===== src/rtl/mac_arbiter_if.sv =====
// Requester, MAC-core and response signals of mac_arbiter.
// master: the arbiter itself. slave: requesters, MAC core and response consumer.
interface mac_arbiter_if #(
  parameter int NREQ = 4,
  parameter int IDW  = 2
);
  logic [NREQ-1:0]   req_valid;
  logic [8*NREQ-1:0] req_a;
  logic [8*NREQ-1:0] req_b;
  logic [NREQ-1:0]   req_last;
  logic [NREQ-1:0]   req_ready;
  logic [7:0]        mac_a;
  logic [7:0]        mac_b;
  logic              mac_en;
  logic              mac_clr;
  logic [16:0]       mac_result;
  logic              resp_valid;
  logic              resp_ready;
  logic [IDW-1:0]    resp_id;
  logic [16:0]       resp_data;
  logic              resp_err;
  logic              busy;

  modport master (
    input  req_valid, req_a, req_b, req_last, mac_result, resp_ready,
    output req_ready, mac_a, mac_b, mac_en, mac_clr,
           resp_valid, resp_id, resp_data, resp_err, busy
  );

  modport slave (
    output req_valid, req_a, req_b, req_last, mac_result, resp_ready,
    input  req_ready, mac_a, mac_b, mac_en, mac_clr,
           resp_valid, resp_id, resp_data, resp_err, busy
  );
endinterface


===== src/rtl/mac_arbiter.sv =====
// Round-robin arbiter/sequencer sharing one 8x8 MAC among NREQ requesters.
// A granted requester owns the MAC for a whole burst; the tagged 17-bit sum
// is returned on the response channel.
// Optional feature: define MAC_ARB_TIMEOUT_EN to abort a burst after TIMEOUT
// consecutive RUN cycles without a beat (partial sum returned, resp_err=1).
//
// state  | meaning
// -------+------------------------------------------------------------
// IDLE   | scan req_valid from ptr upward (wrapping), register grant
// CLR    | clear MAC accumulator, no beat accepted
// RUN    | stream beats of the granted requester into the MAC
// DRAIN  | capture MAC result, id and error flag; advance ptr
// RESP   | hold response until resp_ready
module mac_arbiter #(
  parameter int NREQ    = 4,
  parameter int IDW     = 2,
  parameter int TIMEOUT = 16
) (
  input logic           clk,
  input logic           reset,
  mac_arbiter_if.master bus
);
  typedef enum logic [2:0] {
    S_IDLE  = 3'd0,
    S_CLR   = 3'd1,
    S_RUN   = 3'd2,
    S_DRAIN = 3'd3,
    S_RESP  = 3'd4
  } state_t;

  if (NREQ < 2 || NREQ > 8 || IDW != $clog2(NREQ) || TIMEOUT < 1) begin : g_param_check
    $error("mac_arbiter: unsupported NREQ/IDW/TIMEOUT combination");
  end

  state_t         state;
  logic [IDW-1:0] grant;
  logic [IDW-1:0] ptr;
  logic [IDW-1:0] ptr_next;
  logic [IDW-1:0] pick;
  logic           pick_vld;
  logic           beat;
  logic [IDW-1:0] resp_id_q;
  logic [16:0]    resp_data_q;

`ifdef MAC_ARB_TIMEOUT_EN
  localparam int TW = $clog2(TIMEOUT + 1);
  localparam logic [TW-1:0] IDLE_LOAD = TW'(TIMEOUT - 1);
  logic [TW-1:0] idle_cnt;
  logic          timed_out;
  logic          resp_err_q;
`endif

  // Rotating-priority search: lowest offset from ptr with req_valid set wins
  always_comb begin
    pick     = '0;
    pick_vld = 1'b0;
    for (int k = NREQ - 1; k >= 0; k--) begin
      if (bus.req_valid[(int'(ptr) + k) % NREQ]) begin
        pick     = IDW'((int'(ptr) + k) % NREQ);
        pick_vld = 1'b1;
      end
    end
  end

  assign ptr_next = (grant == IDW'(NREQ - 1)) ? '0 : grant + 1'b1;
  assign beat     = (state == S_RUN) && bus.req_valid[grant];

  // Ready depends on state/grant only; MAC operands follow the granted valid
  always_comb begin
    bus.req_ready = '0;
    bus.mac_en    = 1'b0;
    bus.mac_a     = '0;
    bus.mac_b     = '0;
    if (state == S_RUN) begin
      bus.req_ready[grant] = 1'b1;
      if (bus.req_valid[grant]) begin
        bus.mac_en = 1'b1;
        bus.mac_a  = bus.req_a[8*int'(grant) +: 8];
        bus.mac_b  = bus.req_b[8*int'(grant) +: 8];
      end
    end
  end

  // Sequencer: grant, clear, stream, capture, respond
  always_ff @(posedge clk or negedge reset) begin
    if (!reset) begin
      state       <= S_IDLE;
      grant       <= '0;
      ptr         <= '0;
      resp_id_q   <= '0;
      resp_data_q <= '0;
`ifdef MAC_ARB_TIMEOUT_EN
      idle_cnt    <= '0;
      timed_out   <= 1'b0;
      resp_err_q  <= 1'b0;
`endif
    end else begin
      case (state)
        S_IDLE: begin
          if (pick_vld) begin
            grant <= pick;
            state <= S_CLR;
          end
        end
        S_CLR: begin
          state <= S_RUN;
`ifdef MAC_ARB_TIMEOUT_EN
          idle_cnt  <= IDLE_LOAD;
          timed_out <= 1'b0;
`endif
        end
        S_RUN: begin
`ifdef MAC_ARB_TIMEOUT_EN
          if (beat) begin
            idle_cnt <= IDLE_LOAD;
            if (bus.req_last[grant]) state <= S_DRAIN;
          end else if (idle_cnt == '0) begin
            timed_out <= 1'b1;
            state     <= S_DRAIN;
          end else begin
            idle_cnt <= idle_cnt - 1'b1;
          end
`else
          if (beat && bus.req_last[grant]) state <= S_DRAIN;
`endif
        end
        S_DRAIN: begin
          resp_data_q <= bus.mac_result;
          resp_id_q   <= grant;
          ptr         <= ptr_next;
`ifdef MAC_ARB_TIMEOUT_EN
          resp_err_q  <= timed_out;
`endif
          state       <= S_RESP;
        end
        S_RESP: begin
          if (bus.resp_ready) state <= S_IDLE;
        end
        default: state <= S_IDLE;
      endcase
    end
  end

  assign bus.mac_clr    = (state == S_CLR);
  assign bus.resp_valid = (state == S_RESP);
  assign bus.busy       = (state != S_IDLE);
  assign bus.resp_id    = resp_id_q;
  assign bus.resp_data  = resp_data_q;
`ifdef MAC_ARB_TIMEOUT_EN
  assign bus.resp_err   = resp_err_q;
`else
  assign bus.resp_err   = 1'b0;
`endif

endmodule


===== src/flat_wrapper.sv =====
// flat-port wrapper written by rule: the top's interface ports become plain ports
module mac_arbiter_flat 
#(
  parameter int NREQ    = 4,
  parameter int IDW     = 2,
  parameter int TIMEOUT = 16
)
  (clk, reset, bus_req_valid, bus_req_a, bus_req_b, bus_req_last, bus_mac_result, bus_resp_ready, bus_req_ready, bus_mac_a, bus_mac_b, bus_mac_en, bus_mac_clr, bus_resp_valid, bus_resp_id, bus_resp_data, bus_resp_err, bus_busy);
  mac_arbiter_if #(.NREQ(NREQ), .IDW(IDW)) bus_i ();
  input logic clk;
  input logic reset;
  input wire logic [$bits(bus_i.req_valid)-1:0] bus_req_valid;
  input wire logic [$bits(bus_i.req_a)-1:0] bus_req_a;
  input wire logic [$bits(bus_i.req_b)-1:0] bus_req_b;
  input wire logic [$bits(bus_i.req_last)-1:0] bus_req_last;
  input wire logic [$bits(bus_i.mac_result)-1:0] bus_mac_result;
  input wire logic [$bits(bus_i.resp_ready)-1:0] bus_resp_ready;
  output wire logic [$bits(bus_i.req_ready)-1:0] bus_req_ready;
  output wire logic [$bits(bus_i.mac_a)-1:0] bus_mac_a;
  output wire logic [$bits(bus_i.mac_b)-1:0] bus_mac_b;
  output wire logic [$bits(bus_i.mac_en)-1:0] bus_mac_en;
  output wire logic [$bits(bus_i.mac_clr)-1:0] bus_mac_clr;
  output wire logic [$bits(bus_i.resp_valid)-1:0] bus_resp_valid;
  output wire logic [$bits(bus_i.resp_id)-1:0] bus_resp_id;
  output wire logic [$bits(bus_i.resp_data)-1:0] bus_resp_data;
  output wire logic [$bits(bus_i.resp_err)-1:0] bus_resp_err;
  output wire logic [$bits(bus_i.busy)-1:0] bus_busy;
  assign bus_i.req_valid = bus_req_valid;
  assign bus_i.req_a = bus_req_a;
  assign bus_i.req_b = bus_req_b;
  assign bus_i.req_last = bus_req_last;
  assign bus_i.mac_result = bus_mac_result;
  assign bus_i.resp_ready = bus_resp_ready;
  assign bus_req_ready = bus_i.req_ready;
  assign bus_mac_a = bus_i.mac_a;
  assign bus_mac_b = bus_i.mac_b;
  assign bus_mac_en = bus_i.mac_en;
  assign bus_mac_clr = bus_i.mac_clr;
  assign bus_resp_valid = bus_i.resp_valid;
  assign bus_resp_id = bus_i.resp_id;
  assign bus_resp_data = bus_i.resp_data;
  assign bus_resp_err = bus_i.resp_err;
  assign bus_busy = bus_i.busy;
  mac_arbiter #(.NREQ(NREQ), .IDW(IDW), .TIMEOUT(TIMEOUT)) u_core (.clk(clk), .reset(reset), .bus(bus_i));
endmodule

===== config.mk =====
export PLATFORM = sky130hd
export DESIGN_NAME = mac_arbiter_flat
export DESIGN_NICKNAME = d
export VERILOG_FILES = /design/src/rtl/mac_arbiter_if.sv /design/src/rtl/mac_arbiter.sv /design/src/flat_wrapper.sv
export SDC_FILE = /design/constraint.sdc
export NUM_CORES = 1
export LEC_CHECK = 0
export ABC_AREA = 1
export CORE_UTILIZATION = 25
export DETAILED_ROUTE_END_ITERATION = 8
export DONT_BUFFER_PORTS = 1
export GPL_TIMING_DRIVEN = 0
export PLACE_DENSITY_LB_ADDON = 0.12
export SLEW_MARGIN = 20
export SYNTH_ARGS = -nofsm -noshare
export SYNTH_HDL_FRONTEND = slang
export SYNTH_SLANG_ARGS = --single-unit

===== constraint.sdc =====
create_clock -name clk -period 1.9 [get_ports clk]
set_clock_uncertainty 0.15 [all_clocks]
set_input_delay 0.38 -clock clk [delete_from_list [all_inputs] [get_ports clk]]
set_output_delay 0.38 -clock clk [all_outputs]
set_load 0.02 [all_outputs]

# Yosys cells after proc, flatten, opt, wreduce, memory -nomap -nowiden
# Cells that the tools add are included.
op_classes:
  add_sub_neg: 4
  order_cmp: 6
  eq_ne: 8
  shifts: 2
  muxes: 37
  bitwise: 3
  n_reduce_logical: 10
op_table:
  columns: ["op", "n"]
  rows:
  - ["32-bit by 6-bit variable part select with 8-bit output", 2]
  - ["8-bit 2-to-1 mux", 4]
  - ["1-bit 2-to-1 mux", 16]
  - ["3-bit one-hot mux with 5 select lines", 1]
  - ["1-bit binary-select mux with 2-bit select", 6]
  - ["3-bit by 4-bit < comparator with 1-bit output (second input constant)", 3]
  - ["2-bit 2-to-1 mux", 5]
  - ["3-bit 2-to-1 mux", 3]
  - ["3-bit by 2-bit == test with 1-bit output (second input constant)", 2]
  - ["2-bit by 3-bit < comparator with 1-bit output (second input constant)", 2]
  - ["2-bit OR reduction", 3]
  - ["2-bit by 1-bit adder with 2-bit output (second input constant)", 2]
  - ["2-bit adder (second input constant)", 2]
  - ["4-bit 2-to-1 mux", 1]
  - ["2-bit != test (second input constant)", 2]
  - ["1-bit bitwise AND (first input constant)", 3]
  - ["3-bit by 1-bit == test with 1-bit output (second input constant)", 1]
  - ["3-bit == test (second input constant)", 1]
  - ["1-bit logical AND", 3]
  - ["3-bit zero test", 1]
  - ["3-bit AND reduction", 1]
  - ["3-bit nonzero test", 1]
  - ["1-bit demux with 2-bit select", 1]
  - ["2-bit == test (second input constant)", 1]
  - ["other kinds (3)", 3]
word_totals:
  regBits: 26
  inputBits: 92

# Longest topological paths before layout
# Gate-level depths: netlist (run 1).
depth:
  ltp_word: 12
  depth_mapped: 12

# Worst setup path after synthesis (run 1)
# OpenSTA, ideal clock, no wires.
synth_timing:
  path_type: "register -> output"
  startpoint: "reg u_core.grant[0]"
  endpoint: "out bus_mac_a[4]"
  arrival_ns: 1.369
  slack_ns: 0.001
  stages_incl_launch_ff: 9
  n_path_buf: 2
  cell_sequence: "dfrtp_1 -> buf_4 -> nand2_2 -> nand3_2 -> nand2_2 -> nor2_4 -> inv_2 -> buf_6 -> a21oi_2"
synth_via:
  elab_chain_cells: 4
  elab_cells_between_ends: 5
synth_rtl:
  columns: ["element", "line", "text"]
  rows:
  - ["start: declaration", "mac_arbiter.sv:36", "logic [IDW-1:0] grant;"]
  - ["start signal: assignment", "mac_arbiter.sv:101", "grant <= pick;"]
  - ["branches (longest 2 deep; another with 32-bit by 6-bit variable part select with 8-bit output)", null, null]
  - ["8-bit 2-to-1 mux *", "mac_arbiter.sv:76", "if (bus.req_valid[grant]) begin"]
  - ["8-bit 2-to-1 mux *", "mac_arbiter.sv:74", "if (state == S_RUN) begin"]
  - ["end: declaration", "flat_wrapper.sv:19", "output wire logic [$bits(bus_i.mac_a)-1:0] bus_mac_a;"]
# Mark *: on every way between the ends. The select of a mux whose other input is x is not followed.

# Worst setup path in the final report (run 1)
layout_timing:
  startpoint: "reg u_core.grant[0]"
  endpoint: "out bus_mac_a[5]"
# Same word-level chain as after synthesis.

==> metrics.txt, run 1 <==
status finished with violations; failing checks negative setup slack; period utilisation layout 118%; total gr overflow 0; Worst Path Buf+Inv 3; Max VDD drop 0.873 mV; die span in x 92.7 um; largest net degree at the start of global routing 27; hold crit path type input pin to flip-flop; Final Instance Count excl. Fillers 455; unrepaired setup endpoints after global routing yes; syn nets 420; vias in the first global route 2065; Primary FF master, synth dfrtp_1; Setup crit start u_core.grant[0]; area grow syn2layout 37.9%; Port Buffers 0; DRC Markers 0; via count roughly 2.2k; filler instances 827; Final WS setup -0.340 ns; first-pass GRT wire length 9900 um; placed insts approximately 430; worst-path maximum fanout 7; Tot Pwr 5.14 mW; FP Rows 32; YS warnings 0; Pleak 1.30 nW; Net count, final 450; cell area after synthesis between 0.002 and 0.0025 sq mm; worst hold start bus_mac_result[12]; number of flops mapped to enable cells by yosys 0; htree depth 1; Starting Density 26.2%; layout cell share with drive strength beyond 1 between 30% and 40%; Detailed Routing Iterations Pass 1 4; gr usage total 14.7%; CP dominant cell by count nand2_2; Routed Antenna Nets 0; top cell family by delay on the critical path flip-flops; Die H 92.7 um; design area 0.00283 sq mm; clock buffer depth 2; # setup viols final 19; Wirelength per Cell 14.7 um; Multi-input gate area 0.00144 sq mm; post-synth cell types 26; storage element area 652 sq um; DR vias/cell 4.73; CP arrival 1.71 ns; routability cong. around 0.76; fmax 447 MHz; Ant. Diodes 0; initial antenna violation count 0; Critical Path RT 1.37 ns; Tmin final 2.24 ns; dpl cell area 0.00218 sq mm; final hold vios 0; CTS tree yes; startpoint type of the worst setup path flip-flop; latest clock arrival within the worst-skew pair 0.28 ns; R2R Setup Slk 0.15 ns; post-synthesis register bit count 26; Worst path slowest cell dfrtp_2; cells after synthesis between 300 and 400; PD cells ~1800 mW/mm^2; worst r2r src u_core.grant[0]; GRT Max-Usage Layer met2; met1 usage between 10% and 20%; post-layout util 36.1%; Max Slew Vio Count 0; drt total wl approximately 6700 um; initial DRC count 47; sequential fraction of the synthesis area 31.7%; CP Cell Sequence buf_6, nand2_2, nand3_2, nand2_2, nor2_4, inv_6, buf_12, a21oi_4; worst setup path class flip-flop to output port; met2 Usage GRT 28.2%; sum of negative setup slack -5.38 ns; clock net sink count 26; clk slew on worst S/H paths 0.09 ns; maxcap violations 0; syn avg cell area 6.34 sq um; cts bufs inserted 3; dpl hpwl roughly 4700 um; Worst Setup End Kind output port; root buffer cell clkbuf_8; grt met3 use under 10%; Core ar. 0.00785 sq mm; Largest stage delay, worst path 0.43 ns; asr flop ratio synth 100%; # IOs between 100 and 150; Die Footprint 0.00858 sq mm
final cells by class:
type,count,area share [%]
multi-input combinational,261,50.9
clock buffer,4,1.94
buffer,18,6.27
inverter,19,3.05
sequential,26,23.0
tap,102,4.50
timing repair buffer,25,10.3
repair_timing:
item,4_1_cts,5_1_grt
buffers inserted,16,4
setup endpoints to repair,22,22
cloned,2,1
pin swaps,10,14
hold buffers,2,0
hold endpoints to repair,26,0
gates resized for setup,71,30
power by group:
| part | internal, mW | switching [mW] | leakage (nW) |
|---|---|---|---|
| clock | 0.186 | 0.182 | 0.0288 |
| sequential | 0.828 | 0.459 | 0.320 |
| combinational | 1.41 | 2.07 | 0.947 |
| total | 2.43 | 2.71 | 1.30 |
cells by family after synthesis:
| kind of cell | count (synthesis) | synth area share [%] |
|---|---|---|
| simple gates | 197 | 40.8 |
| compound gates | 59 | 16.2 |
| buf+inv | 37 | 8.71 |
| flops | 26 | 31.7 |
| fa+ha+maj | 4 | 2.44 |
| other cells | 1 | 0.183 |
path summary, 6_finish.rpt:
path	to	depth (start not counted)
worst max-delay path	bus_mac_a[5]	8
worst min-delay path	u_core.bus.resp_data[12]	2
worst max register to register	u_core.state[0]	11
worst min register to register	u_core.state[0]	3
max in group asynchronous	u_core.ptr[0]	2
min in group asynchronous	u_core.state[1]	2
placed cells by master (no fill, tap or decap), types with 2 or more instances in the layout:
master	synthesis	routed
buf_2	10	4
inv_2	5	6
nand2_4	4	4
nand3_1	7	6
o21ai_1	1	18
buf_12	0	3
buf_6	2	7
nor2_4	1	5
inv_1	13	9
a21oi_1	8	2
nand2_1	83	80
clkbuf_8	0	4
inv_4	0	2
buf_8	0	2
a21oi_4	0	14
o21ai_2	0	2
clkbuf_16	0	2
nor2_2	2	6
nand2_2	12	15
ha_4	0	2
nor2_1	83	75
a21oi_2	10	2
ha_1	4	2
buf_4	2	20
dfrtp_1	26	25
nand3_2	1	2
inv_6	1	2
o21ai_0	40	21
Yosys cell counts, types with 4 or more instances:
master	count	area, sq um
nand2_1	83	312
nor2_1	83	312
o21ai_0	40	200
dfrtp_1	26	651
inv_1	13	48.8
nand2_2	12	75.1
a21oi_2	10	87.6
buf_2	10	50.1
a21oi_1	8	40.0
nand3_1	7	35.0
inv_2	5	18.8
clkbuf_1	4	15.0
ha_1	4	50.1
nand2_4	4	45.0
layer usage:
layer	up-vias	part of all wire, %
li1	1072	-
met1	959	38
met2	107	51
met3	12	9.4
met4	0	1.7
met5	-	0
worst reg2reg max path: cells and delay by family, from the launching register on:
| family | cells | cell delay [ns] |
|---|---|---|
| DFF | 1 | 0.46 |
| buffers and inverters | 3 | 0.40 |
| and+or+nand+nor | 6 | 0.38 |
| AOI/OAI and AO/OA | 2 | 0.27 |
state kept, by name (all words and copies together) (netlist names):
signal / flops
u_core.state: 3
u_core.bus.resp_id: 2
u_core.ptr: 2
u_core.grant: 2
u_core.bus.resp_data: 17
metrics by stage:
stage,hold slack (ns),worst slack (ns)
6_report,0.0645,-0.340
5_1_grt,0.0581,-0.404
4_1_cts,0.0595,-0.374
3_5_place_dp,-0.0650,-0.272
3_3_place_gp,-0.0650,-0.276
2_1_floorplan,-0.0656,0.00102
(Power assumes the default switching activity.)
==> run 2, diff against run 1 <==
--- a/config.mk
+++ b/config.mk
@@ -6,6 +6,7 @@
 export NUM_CORES = 1
 export LEC_CHECK = 0
 export ABC_AREA = 1
+export CAP_MARGIN = 0
 export CORE_UTILIZATION = 25
 export DETAILED_ROUTE_END_ITERATION = 8
 export DONT_BUFFER_PORTS = 1
==> results of run 2 <==
The final DEF is identical to that of run 1; final timing and power are the same.
==> run 3, diff against run 2 <==
--- a/config.mk
+++ b/config.mk
@@ -8,6 +8,7 @@
 export ABC_AREA = 1
 export CAP_MARGIN = 0
 export CORE_UTILIZATION = 25
+export CTS_CLUSTER_DIAMETER = 60
 export DETAILED_ROUTE_END_ITERATION = 8
 export DONT_BUFFER_PORTS = 1
 export GPL_TIMING_DRIVEN = 0
==> results of run 3 <==
The final DEF is identical to that of run 1; final timing and power are the same.
